===== src/rtl/ssd1306_pkg.sv =====
// Shared constants and types for the SSD1306 framebuffer raster read scheduler.
package ssd1306_pkg;

    localparam int unsigned OLED_COLS = 128;
    localparam int unsigned OLED_ROWS = 64;
    localparam int unsigned COL_BITS  = 7;
    localparam int unsigned PAGE_BITS = 3;
    localparam int unsigned BIT_BITS  = 3;
    localparam int unsigned ROW_BITS  = PAGE_BITS + BIT_BITS;
    localparam int unsigned FB_ADDR_W = 1 + PAGE_BITS + COL_BITS;
    localparam int unsigned POS_W     = 13;

    localparam logic [7:0] SSD1306_SET_CONTRAST    = 8'h81;
    localparam logic [7:0] SSD1306_DISPLAY_RAM     = 8'hA4;
    localparam logic [7:0] SSD1306_NORMAL_DISPLAY  = 8'hA6;
    localparam logic [7:0] SSD1306_INVERT_DISPLAY  = 8'hA7;
    localparam logic [7:0] SSD1306_DISPLAY_OFF     = 8'hAE;
    localparam logic [7:0] SSD1306_DISPLAY_ON      = 8'hAF;
    localparam logic [7:0] SSD1306_SET_MEM_MODE    = 8'h20;
    localparam logic [7:0] SSD1306_SET_COL_ADDR    = 8'h21;
    localparam logic [7:0] SSD1306_SET_PAGE_ADDR   = 8'h22;

    typedef enum logic {
        SWAP_IDLE = 1'b0,
        SWAP_ACK  = 1'b1
    } swap_state_t;

    // Framebuffer byte address as seen on rd_addr.
    typedef struct packed {
        logic                 bank;
        logic [PAGE_BITS-1:0] page;
        logic [COL_BITS-1:0]  col;
    } fb_addr_t;

    // Stage-1 pixel context held while the framebuffer byte is fetched.
    typedef struct packed {
        logic                de;
        logic                win;
        logic [BIT_BITS-1:0] bit_sel;
    } pix_stage_t;

endpackage


===== src/rtl/ssd1306_bank_swap.sv =====
// Frame-aligned read-bank swap handshake with the SPI write side.
// The bank toggles only on the frame_start edge, so a frame never mixes banks.
module ssd1306_bank_swap
    import ssd1306_pkg::*;
(
    input  logic raster_clk,
    input  logic rst,
    input  logic frame_start,
    input  logic swap_req,
    output logic swap_ack,
    output logic rd_bank
);

    swap_state_t state;
    swap_state_t state_nxt;
    logic        ack_nxt;
    logic        bank_nxt;

    always_ff @(posedge raster_clk or posedge rst) begin
        if (rst) begin
            state    <= SWAP_IDLE;
            swap_ack <= 1'b0;
            rd_bank  <= 1'b0;
        end else begin
            state    <= state_nxt;
            swap_ack <= ack_nxt;
            rd_bank  <= bank_nxt;
        end
    end

    always_comb begin
        state_nxt = state;
        case (state)
            SWAP_IDLE: if (swap_req && frame_start) state_nxt = SWAP_ACK;
            SWAP_ACK:  if (!swap_req)               state_nxt = SWAP_IDLE;
            default:                                state_nxt = SWAP_IDLE;
        endcase
    end

    always_comb begin
        ack_nxt  = (state_nxt == SWAP_ACK);
        bank_nxt = rd_bank ^ ((state == SWAP_IDLE) && (state_nxt == SWAP_ACK));
    end

endmodule


===== src/rtl/ssd1306_scan_sched.sv =====
// Raster-side read scheduler: maps parent raster position into the scaled OLED window,
// issues one framebuffer byte read per active pixel and produces per-pixel on/window flags.
module ssd1306_scan_sched
    import ssd1306_pkg::*;
#(
    parameter int unsigned X_OLED_SIZE = OLED_COLS,
    parameter int unsigned Y_OLED_SIZE = OLED_ROWS,
    parameter int unsigned SCALE_LOG2  = 3,
    parameter int unsigned X_OFFSET    = 128,
    parameter int unsigned Y_OFFSET    = 144
) (
    input  logic                 raster_clk,
    input  logic                 rst,
    input  logic                 raster_de,
    input  logic                 raster_h_synk,
    input  logic                 raster_v_synk,
    input  logic                 invert,
    input  logic                 swap_req,
    output logic                 swap_ack,
    output logic                 rd_en,
    output logic [FB_ADDR_W-1:0] rd_addr,
    input  logic [7:0]           rd_data,
    output logic                 pix_de,
    output logic                 pix_win,
    output logic                 pix_on,
    output logic                 frame_start
);

    localparam int unsigned X_END = X_OFFSET + (X_OLED_SIZE << SCALE_LOG2);
    localparam int unsigned Y_END = Y_OFFSET + (Y_OLED_SIZE << SCALE_LOG2);
    localparam logic [POS_W-1:0] POS_MAX = '1;

    logic [POS_W-1:0]    px;
    logic [POS_W-1:0]    py;
    logic                de_q;
    logic                vs_q;
    logic                rd_bank;
    logic                win;
    logic [POS_W-1:0]    x_rel;
    logic [POS_W-1:0]    y_rel;
    logic [COL_BITS-1:0] col;
    logic [ROW_BITS-1:0] row;
    fb_addr_t            addr;
    pix_stage_t          s1;

    // Raster position counters; sync clears take priority over counting.
    always_ff @(posedge raster_clk or posedge rst) begin
        if (rst) begin
            px   <= '0;
            py   <= '0;
            de_q <= 1'b0;
            vs_q <= 1'b0;
        end else begin
            de_q <= raster_de;
            vs_q <= raster_v_synk;
            if (raster_h_synk) begin
                px <= '0;
            end else if (raster_de && (px != POS_MAX)) begin
                px <= px + POS_W'(1);
            end
            if (raster_v_synk) begin
                py <= '0;
            end else if (de_q && !raster_de && (py != POS_MAX)) begin
                py <= py + POS_W'(1);
            end
        end
    end

    // Window test is done on the full-width position before slicing col/row.
    always_comb begin
        win   = (32'(px) >= X_OFFSET) && (32'(px) < X_END) &&
                (32'(py) >= Y_OFFSET) && (32'(py) < Y_END);
        x_rel = px - POS_W'(X_OFFSET);
        y_rel = py - POS_W'(Y_OFFSET);
        col   = COL_BITS'(x_rel >> SCALE_LOG2);
        row   = ROW_BITS'(y_rel >> SCALE_LOG2);
    end

    always_comb begin
        rd_en     = raster_de & win;
        addr.bank = rd_bank;
        addr.page = row[ROW_BITS-1 -: PAGE_BITS];
        addr.col  = col;
        rd_addr   = rd_en ? FB_ADDR_W'(addr) : '0;
    end

    // Two-stage pixel pipeline: stage 1 waits for rd_data, stage 2 drives the colour mux.
    always_ff @(posedge raster_clk or posedge rst) begin
        if (rst) begin
            s1          <= '0;
            pix_de      <= 1'b0;
            pix_win     <= 1'b0;
            pix_on      <= 1'b0;
            frame_start <= 1'b0;
        end else begin
            s1.de       <= raster_de;
            s1.win      <= win;
            s1.bit_sel  <= row[BIT_BITS-1:0];
            pix_de      <= s1.de;
            pix_win     <= s1.de & s1.win;
            pix_on      <= s1.de & s1.win & (rd_data[s1.bit_sel] ^ invert);
            frame_start <= raster_v_synk & ~vs_q;
        end
    end

    ssd1306_bank_swap u_bank_swap (
        .raster_clk  (raster_clk),
        .rst         (rst),
        .frame_start (frame_start),
        .swap_req    (swap_req),
        .swap_ack    (swap_ack),
        .rd_bank     (rd_bank)
    );

endmodule

===== config.mk =====
export PLATFORM = sky130hd
export DESIGN_NAME = ssd1306_scan_sched
export DESIGN_NICKNAME = d
export VERILOG_FILES = /design/src/rtl/ssd1306_pkg.sv /design/src/rtl/ssd1306_bank_swap.sv /design/src/rtl/ssd1306_scan_sched.sv
export SDC_FILE = /design/constraint.sdc
export NUM_CORES = 1
export LEC_CHECK = 0
export CORE_UTILIZATION = 48
export DETAILED_ROUTE_END_ITERATION = 8
export GPL_ROUTABILITY_DRIVEN = 0
export HOLD_SLACK_MARGIN = 0.06
export PLACE_DENSITY = 0.79
export SETUP_SLACK_MARGIN = 0.2
export SYNTH_ARGS = -nofsm -noshare
export SYNTH_HDL_FRONTEND = slang
export SYNTH_SLANG_ARGS = --single-unit

===== constraint.sdc =====
create_clock -name raster_clk -period 2.88 [get_ports raster_clk]
set_clock_uncertainty 0.15 [all_clocks]
set_input_delay 0.432 -clock raster_clk [delete_from_list [all_inputs] [get_ports raster_clk]]
set_output_delay 0.432 -clock raster_clk [all_outputs]
set_load 0.1 [all_outputs]

== Yosys cells after proc, flatten, opt, wreduce, memory -nomap -nowiden ==
Cells that the tools add are included.

* Register bits: 38
* Input bits: 15
* Output and inout bits: 17
* Logic and storage cells: 52

* Add/subtract/negate cells: 4
* Order comparisons: 5
* Eq/ne operators: 2
* Mux-type cells: 10
* Bitwise gates (word level): 8
* Reductions and logical operators: 11

{| class="wikitable"
|+ Operators with widths
! cell !! number
|-
| 2-to-1 mux 13 bit || 4
|-
| adder 13 x 1 -> 13 bit, second input constant || 2
|-
| >= comparator 13 x 8 -> 1 bit, second input constant || 2
|-
| != test 13 bit, second input constant || 2
|-
| < comparator 13 x 10 -> 1 bit, second input constant || 1
|-
| < comparator 13 x 11 -> 1 bit, second input constant || 1
|-
| 2-to-1 mux 11 bit || 1
|-
| subtractor 10 x 8 -> 10 bit, second input constant || 1
|-
| subtractor 9 x 8 -> 9 bit, second input constant || 1
|-
| logical AND 1 bit || 8
|-
| bitwise AND 1 bit || 4
|-
| < comparator 3 x 4 -> 1 bit, second input constant || 1
|-
| nonzero test 2 bit || 2
|-
| binary-select mux 1 bit (select 3 bit) || 1
|-
| 2-to-1 mux 1 bit || 3
|-
| NOT 1 bit || 2
|-
| one-hot mux 1 bit (2 select lines) || 1
|-
| XOR 1 bit || 2
|-
| zero test 1 bit || 1
|}

== Logic depth before layout (Yosys ltp) ==
Gate-level depths: netlist of the first run.

* Word-level depth: 6
* Depth in mapped cells: 7

== By module ==
A second synthesis of the first run with hierarchy kept.

* Cells, all modules: 220
* Area total of the unflattened synthesis: 2223.4 sq um

{| class="wikitable"
|+ Modules (own cells, without submodules)
! module !! times used !! cells each !! area each (sq um) !! seq. area each (sq um)
|-
| ssd1306_scan_sched || 1 || 214 || 2145.8 || 900.9
|-
| ssd1306_bank_swap || 1 || 6 || 77.6 || 50.0
|}

== Worst setup path after synthesis of the first run ==
Ideal clock, no wire load.

* Path kind: register -> output
* Start: register px[0]
* End: output port rd_addr[0]
* Arrival time: 3.419 ns
* Data required time: 2.298 ns
* Path slack: -1.121 ns
* Stages on the path, launching flop included: 8
* Cells stage by stage: dfrtp_1 > inv_1 > ha_1 > nor4b_1 > a211oi_1 > a31o_2 > clkbuf_1 > nor3_1

* Cells in the longest elaborated chain, start to end: 6
* Elaborated cells on any way between the ends: 8
* Classes of those cells: add/sub: 1; order compare: 2; mux: 1; bitwise: 1; reduce/logical: 3

{| class="wikitable"
|+ Ends and longest elaborated chain
! element !! RTL line !! RTL
|-
| from (decl) || ssd1306_scan_sched.sv:33 || <nowiki>logic [POS_W-1:0] px;</nowiki>
|-
| from (signal assigned) || ssd1306_scan_sched.sv:59 || <nowiki>px <= px + POS_W'(1);</nowiki>
|-
| >= comparator 13 x 8 -> 1 bit / < comparator 13 x 11 -> 1 bit (equally long branches) || ssd1306_scan_sched.sv:71 || <nowiki>win = (32'(px) >= X_OFFSET) && (32'(px) < X_END) &&</nowiki>
|-
| logical AND 1 bit (2 in a row) || ssd1306_scan_sched.sv:71 ||
|-
| logical AND 1 bit || ssd1306_scan_sched.sv:72 || <nowiki>(32'(py) >= Y_OFFSET) && (32'(py) < Y_END);</nowiki>
|-
| bitwise AND 1 bit || ssd1306_scan_sched.sv:80 || <nowiki>rd_en = raster_de & win;</nowiki>
|-
| 2-to-1 mux 11 bit (*) || ssd1306_scan_sched.sv:84 || <nowiki>rd_addr = rd_en ? FB_ADDR_W'(addr) : '0;</nowiki>
|-
| to (decl) || ssd1306_scan_sched.sv:21 || <nowiki>output logic [FB_ADDR_W-1:0] rd_addr,</nowiki>
|}

Every way passes the cells marked *; elsewhere a longest branch is shown, timed or not.

== Final worst setup path of the first run ==
* Start: register px[4]
* End: output port rd_addr[1]

The elaborated chain is that of the path after synthesis.

==> results of run 1 <==
## cells by family after synthesis
family,count (synthesis),synth area share
and+or+nand+nor,102,0.254
xor gates and xnor gates,8,0.0313
AOI/OAI and AO/OA,38,0.132
muxes,9,0.0532
buffers and inverters,29,0.0537
DFF,38,0.425
adders and majority gates,9,0.0504
## power breakdown
part / switching, W / internal [W]
combinational: 0.0000772 / 0.0000631
clock: 0.000179 / 0.000193
sequential: 0.00000989 / 0.000549
## synth_stat cells (2+ instances only)
cell type	n	area, sq um
a211oi_1	2	15.0
a21oi_1	14	70.1
a311oi_1	3	26.3
a31o_2	3	26.3
a41o_1	2	20.0
and2_1	4	25.0
and3_1	2	12.5
and4_1	3	26.3
buf_2	3	15.0
clkbuf_1	6	22.5
dfrtp_1	38	951
ha_1	9	113
inv_1	18	67.6
mux2_1	3	33.8
mux2i_1	4	40.0
mux4_2	2	45.0
nand2_1	13	48.8
nand2b_1	4	25.0
nand3_1	3	15.0
nand4_1	7	43.8
nand4_2	2	25.0
nor2_1	24	90.1
nor2b_1	4	25.0
nor3_1	17	85.1
nor4_1	5	31.3
nor4b_1	3	26.3
o21ai_0	3	15.0
o31ai_1	5	37.5
or3_1	2	12.5
or4_1	4	30.0
xnor2_1	7	61.3
## per-layer routing
layer / track usage / vias up / wire (um) / share of wire
li1: - / 928 / - / -
met1: 0.281 / 941 / 2340 / 0.44
met2: 0.356 / 50 / 2680 / 0.51
met3: 0.0519 / 7 / 194 / 0.037
met4: 0.0689 / 0 / 81 / 0.015
met5: 0 / - / 0 / 0
## worst paths after layout
kind	start	endpoint	slack, ns	cells after the start
min reg2reg	vs_q	frame_start	0.25	1
min	vs_q	frame_start	0.25	1
max reg2reg	py[0]	py[3]	0.63	6
max	px[4]	rd_addr[1]	0.26	6
max in group asynchronous	rst	py[0]	1.80	3
min in group asynchronous	rst	pix_on	0.40	3
## critical path: cells and delay by family (launching register included)
family,cells,cell delay (ns)
AOI/OAI and AO/OA,2,0.39
and+or+nand+nor,2,0.53
DFF,1,0.50
buffers and inverters,2,0.33
## registers in the layout, indices dropped and copies added (netlist names)
signal                count
px                       13
py                       13
s1                        5
frame_start               1
pix_de                    1
pix_on                    1
pix_win                   1
u_bank_swap.rd_bank       1
u_bank_swap.swap_ack      1
vs_q                      1
## cell type report
type	instances	share of cell area
clock inverters	1	0.00158
multi-input cells	167	0.458
inverters	18	0.0213
repair buffers	46	0.170
clock buffers	7	0.0273
flip-flops and latches	38	0.302
well taps	52	0.0205
## what timing repair did
| action | 4_1_cts | 5_1_grt |
|---|---|---|
| setup endpoints to repair | 2 | 12 |
| hold endpoints to repair | 0 | 0 |
| setup buffers | 3 | 9 |
| gates resized for setup | 4 | 19 |
| pin swaps | 0 | 7 |
| cloned | 1 | 0 |
## per-stage QoR
step	hold WS [ns]	setup WS [ns]	util	cell area, sq um	TNS [ns]
global placement	0.233	0.361	0.651	2870	0
detailed placement	0.237	0.338	0.651	2870	0
global route	0.251	0.140	0.718	3170	0
finish	0.247	0.257	0.718	3170	0
floorplan	0.228	-0.0306	-	2450	-0.0611
CTS	0.247	0.201	0.684	3020	0
==> flow_summary.ini, run 1 <==
[status]
status = finished clean

[die]
die_h_um = 70.3
num_rows = 24
core_area_sq_um = 4410
num_io_pins = 32
die_w_um = 70.3
start_util = 0.507
die_area_sq_um = 4940

[logic_synthesis]
seq_area_frac_synth = 0.425
syn-num-nets = 257
synth_edf_count = 0
ys_ff_latch = 38
synth_warnings = 0
synthesis.area_sq_um = 2240
synth_top_flop_cell = dfrtp_1
synth.distinct_cells = 45
async_flop_share = 1.00
syn_inst = 233
syn_area_per_cell_sq_um = 9.60

[grt]
grt.overflow.total = 0
grt_use_total = 0.216
grt_max_degree = 39
antenna_found_initial = 0
grt_pass1_vias = 1753
grt_pass1_wl_um = 8290

[place]
dp_hpwl_um = 3440
dp_cells = 308
io_buffers = 31

[critical_path]
critPathLaunchType = flip-flop
end_kind = primary output
crit_fanout = 7
critPathSlowestCell = dfrtp_1
worstPathRequired_ns = 2.30
cp_cell_sequence = nor4b_4, a211oi_2, a31o_4, buf_6, nor3_4, buf_12
slowest_delay_ns = 0.50
crit_type = flip-flop to primary output
crit_arrival_ns = 2.04

[route]
routed_wl_um = 5290
wl_per_cell_um = 16.1
firstDrtPassIters = 4
routed_via_density = 5.85
ant_nets = 0
detail_route.iter0.violations = 201
vias = 1926
drt_drc_violations_left = 0

[final_layout]
register_area_sq_um = 956
layoutNonFillerInstCount = 329
nFillCells = 302
final_common_cell = dfrtp_1
mostFrequentLayoutCells = dfrtp_1, nor2_1, buf_4, clkdlybuf4s50_1, a21oi_1
n_antenna_cell = 0
areaGrowthSynthToFinish_pct = 41.7
multi_input_area_sq_um = 1450
nets = 300
layout-drive-gt1-share = 0.310

[timing]
tightest_slew_ns = 0.699
finalHoldViolCount = 0
setup_viol = 0
min_period_ns = 2.62
rsz0062_at_grt = true
fmax_mhz = 381
finalCritPeriodShare = 0.911
relSlewSlack = 0.533
slew_violations = 0

[pwr]
power_w = 0.00107
p_leak_nw = 1.37
power.density_nw_per_um2 = 338
ir_drop_mv = 0.172

[clocking]
cts-root-buf = clkbuf_8
clk_path_buf_depth = 2
htree_num_levels = 2
cts_tree = built
clk_latency_ns = 0.29
cts_made_buffers = 5
clkTransAtPathRegs_ns = 0.07
postCtsHoldBufs = 0
clock-sinks = 38

[job]
drv_cap = 0

[worst_hold_path]
hold_path_class = flip-flop to flip-flop
No activity file was read; power rests on OpenSTA's default activity.
==> run 2, diff against run 1 <==
CORE_MARGIN = 4   (was unset)
SETUP_SLACK_MARGIN = unset   (was 0.2)
==> flow_summary.ini, run 2 (synthesis results as in run 1) <==
[status]
status = finished clean

[place]
dp_slack_ns = 0.313
dp_hpwl_um = 3380
dp_cells = 307
io_buffers = 31

[final_layout]
layout-drive-gt1-share = 0.194
n_antenna_cell = 0
layoutNonFillerInstCount = 315
mostFrequentLayoutCells = dfrtp_1, nor2_1, inv_1, a21oi_1, clkdlybuf4s50_1
reg.largest.list = px: 13 flops, py: 13 flops, s1: 5 flops
final_common_cell = dfrtp_1
nFillCells = 361
areaGrowthSynthToFinish_pct = 28.4
utilization = 0.646
nets = 286

[critical_path]
critPathLaunchType = flip-flop
path_delay_family = simple AND/OR/NAND/NOR gates
crit_type = flip-flop to primary output
critPathSlowestCell = nor4_1
crit_arrival_ns = 2.14
path_buf_inv = 2
crit_start = py[12]
end_kind = primary output
slowest_delay_ns = 0.49
r2r-start = py[0]
cp_cell_sequence = nor4_1, nand2_1, nand4b_1, buf_4, nor3_2, buf_12
crit_fanout = 12
rrSetupSlack_ns = 0.75
worstPathRequired_ns = 2.30

[clocking]
cts_setup_buffers = 0
cts_made_buffers = 5
htree_num_levels = 2
cts_resized = 0
clkTransAtPathRegs_ns = 0.07
cts-root-buf = clkbuf_8
cts_tree = built
clock-sinks = 38
clk_latency_ns = 0.29
clk_path_buf_depth = 2
postCtsHoldBufs = 0

[die]
start_util = 0.503
die_h_um = 76.3
core_area_sq_um = 4440
num_io_pins = 32
die_w_um = 76.3
num_rows = 24
die_area_sq_um = 5810

[route]
firstDrtPassIters = 4
ant_nets = 0
detail_route.iter0.violations = 120
vias = 1856
wl_per_cell_um = 14.8
routed_wl_um = 4650
routed_via_density = 5.89
drt_drc_violations_left = 0

[grt]
grt_pass1_wl_um = 8420
grt_use_total = 0.173
grt.overflow.total = 0
grt_max_degree = 39
grt_pass1_vias = 1852
antenna_found_initial = 0

[timing]
min_period_ns = 2.72
tightest_slew_ns = 0.664
whs_ns = 0.244
rsz0062_at_grt = false
finalCritPeriodShare = 0.946
slew_violations = 0
finalHoldViolCount = 0
setup_viol = 0
relSlewSlack = 0.556
setup_ws_ns = 0.156
fmax_mhz = 367

[worst_hold_path]
hold_path_class = flip-flop to flip-flop
holdCritStartpoint = vs_q

[pwr]
ir_drop_mv = 0.188
p_leak_nw = 1.17
power.density_nw_per_um2 = 386

[job]
drv_cap = 0
## run 2: final timing paths
path                                       end  cells past startpoint
max                                 rd_addr[7]                      6
min                                frame_start                      1
max reg2reg                              py[3]                      5
min reg2reg                        frame_start                      1
max in group asynchronous  u_bank_swap.rd_bank                      3
min in group asynchronous                px[9]                      3
## run 2: where the power goes
group	total (W)	switching [W]	internal, W
Sequential	0.000559	0.0000101	0.000549
Clock	0.000438	0.000179	0.000259
Combinational	0.000112	0.0000663	0.0000462
## run 2: worst reg2reg max path: cells and delay by family, from the launching register on
kind | cells | cell delay [ns]
AO/OA/AOI/OAI | 1 | 0.39
multiplexers | 1 | 0.32
AND/OR/NAND/NOR | 2 | 0.43
adder cells (fa/ha/maj) | 1 | 0.29
flip-flops | 1 | 0.44
## run 2: stage by stage
| stage | area [sq um] | total power [W] | TNS, ns |
|---|---|---|---|
| global placement | 2740 | 0.000677 | 0 |
| global route | 2870 | 0.00116 | 0 |
| floorplan | 2290 | 0.000639 | -3.46 |
| CTS | 2850 | 0.00112 | 0 |
| finish | 2870 | 0.00111 | 0 |
| detailed placement | 2740 | 0.000682 | 0 |
## run 2: layout make-up
class / count / area (sq um) / area share
Multi-Input combinational cell: 166 / 1250 / 0.435
Sequential cell: 38 / 951 / 0.331
Timing Repair Buffer: 33 / 433 / 0.151
Clock buffer: 7 / 76.3 / 0.0266
Inverter: 18 / 67.6 / 0.0235
Tap cell: 52 / 65.1 / 0.0227
Clock inverter: 1 / 30.0 / 0.0105
## run 2: routing by layer
metal,GRT usage,up-vias,part of all wire
li1,-,901,-
met1,0.215,884,0.44
met2,0.293,63,0.49
met3,0.0402,8,0.057
met4,0.0652,0,0.015
met5,0,-,0
==> run 3, diff against run 2 <==
CTS_CLUSTER_DIAMETER = 60   (was unset)
==> results of run 3 <==
The final DEF is identical to that of run 2; final timing and power are the same.
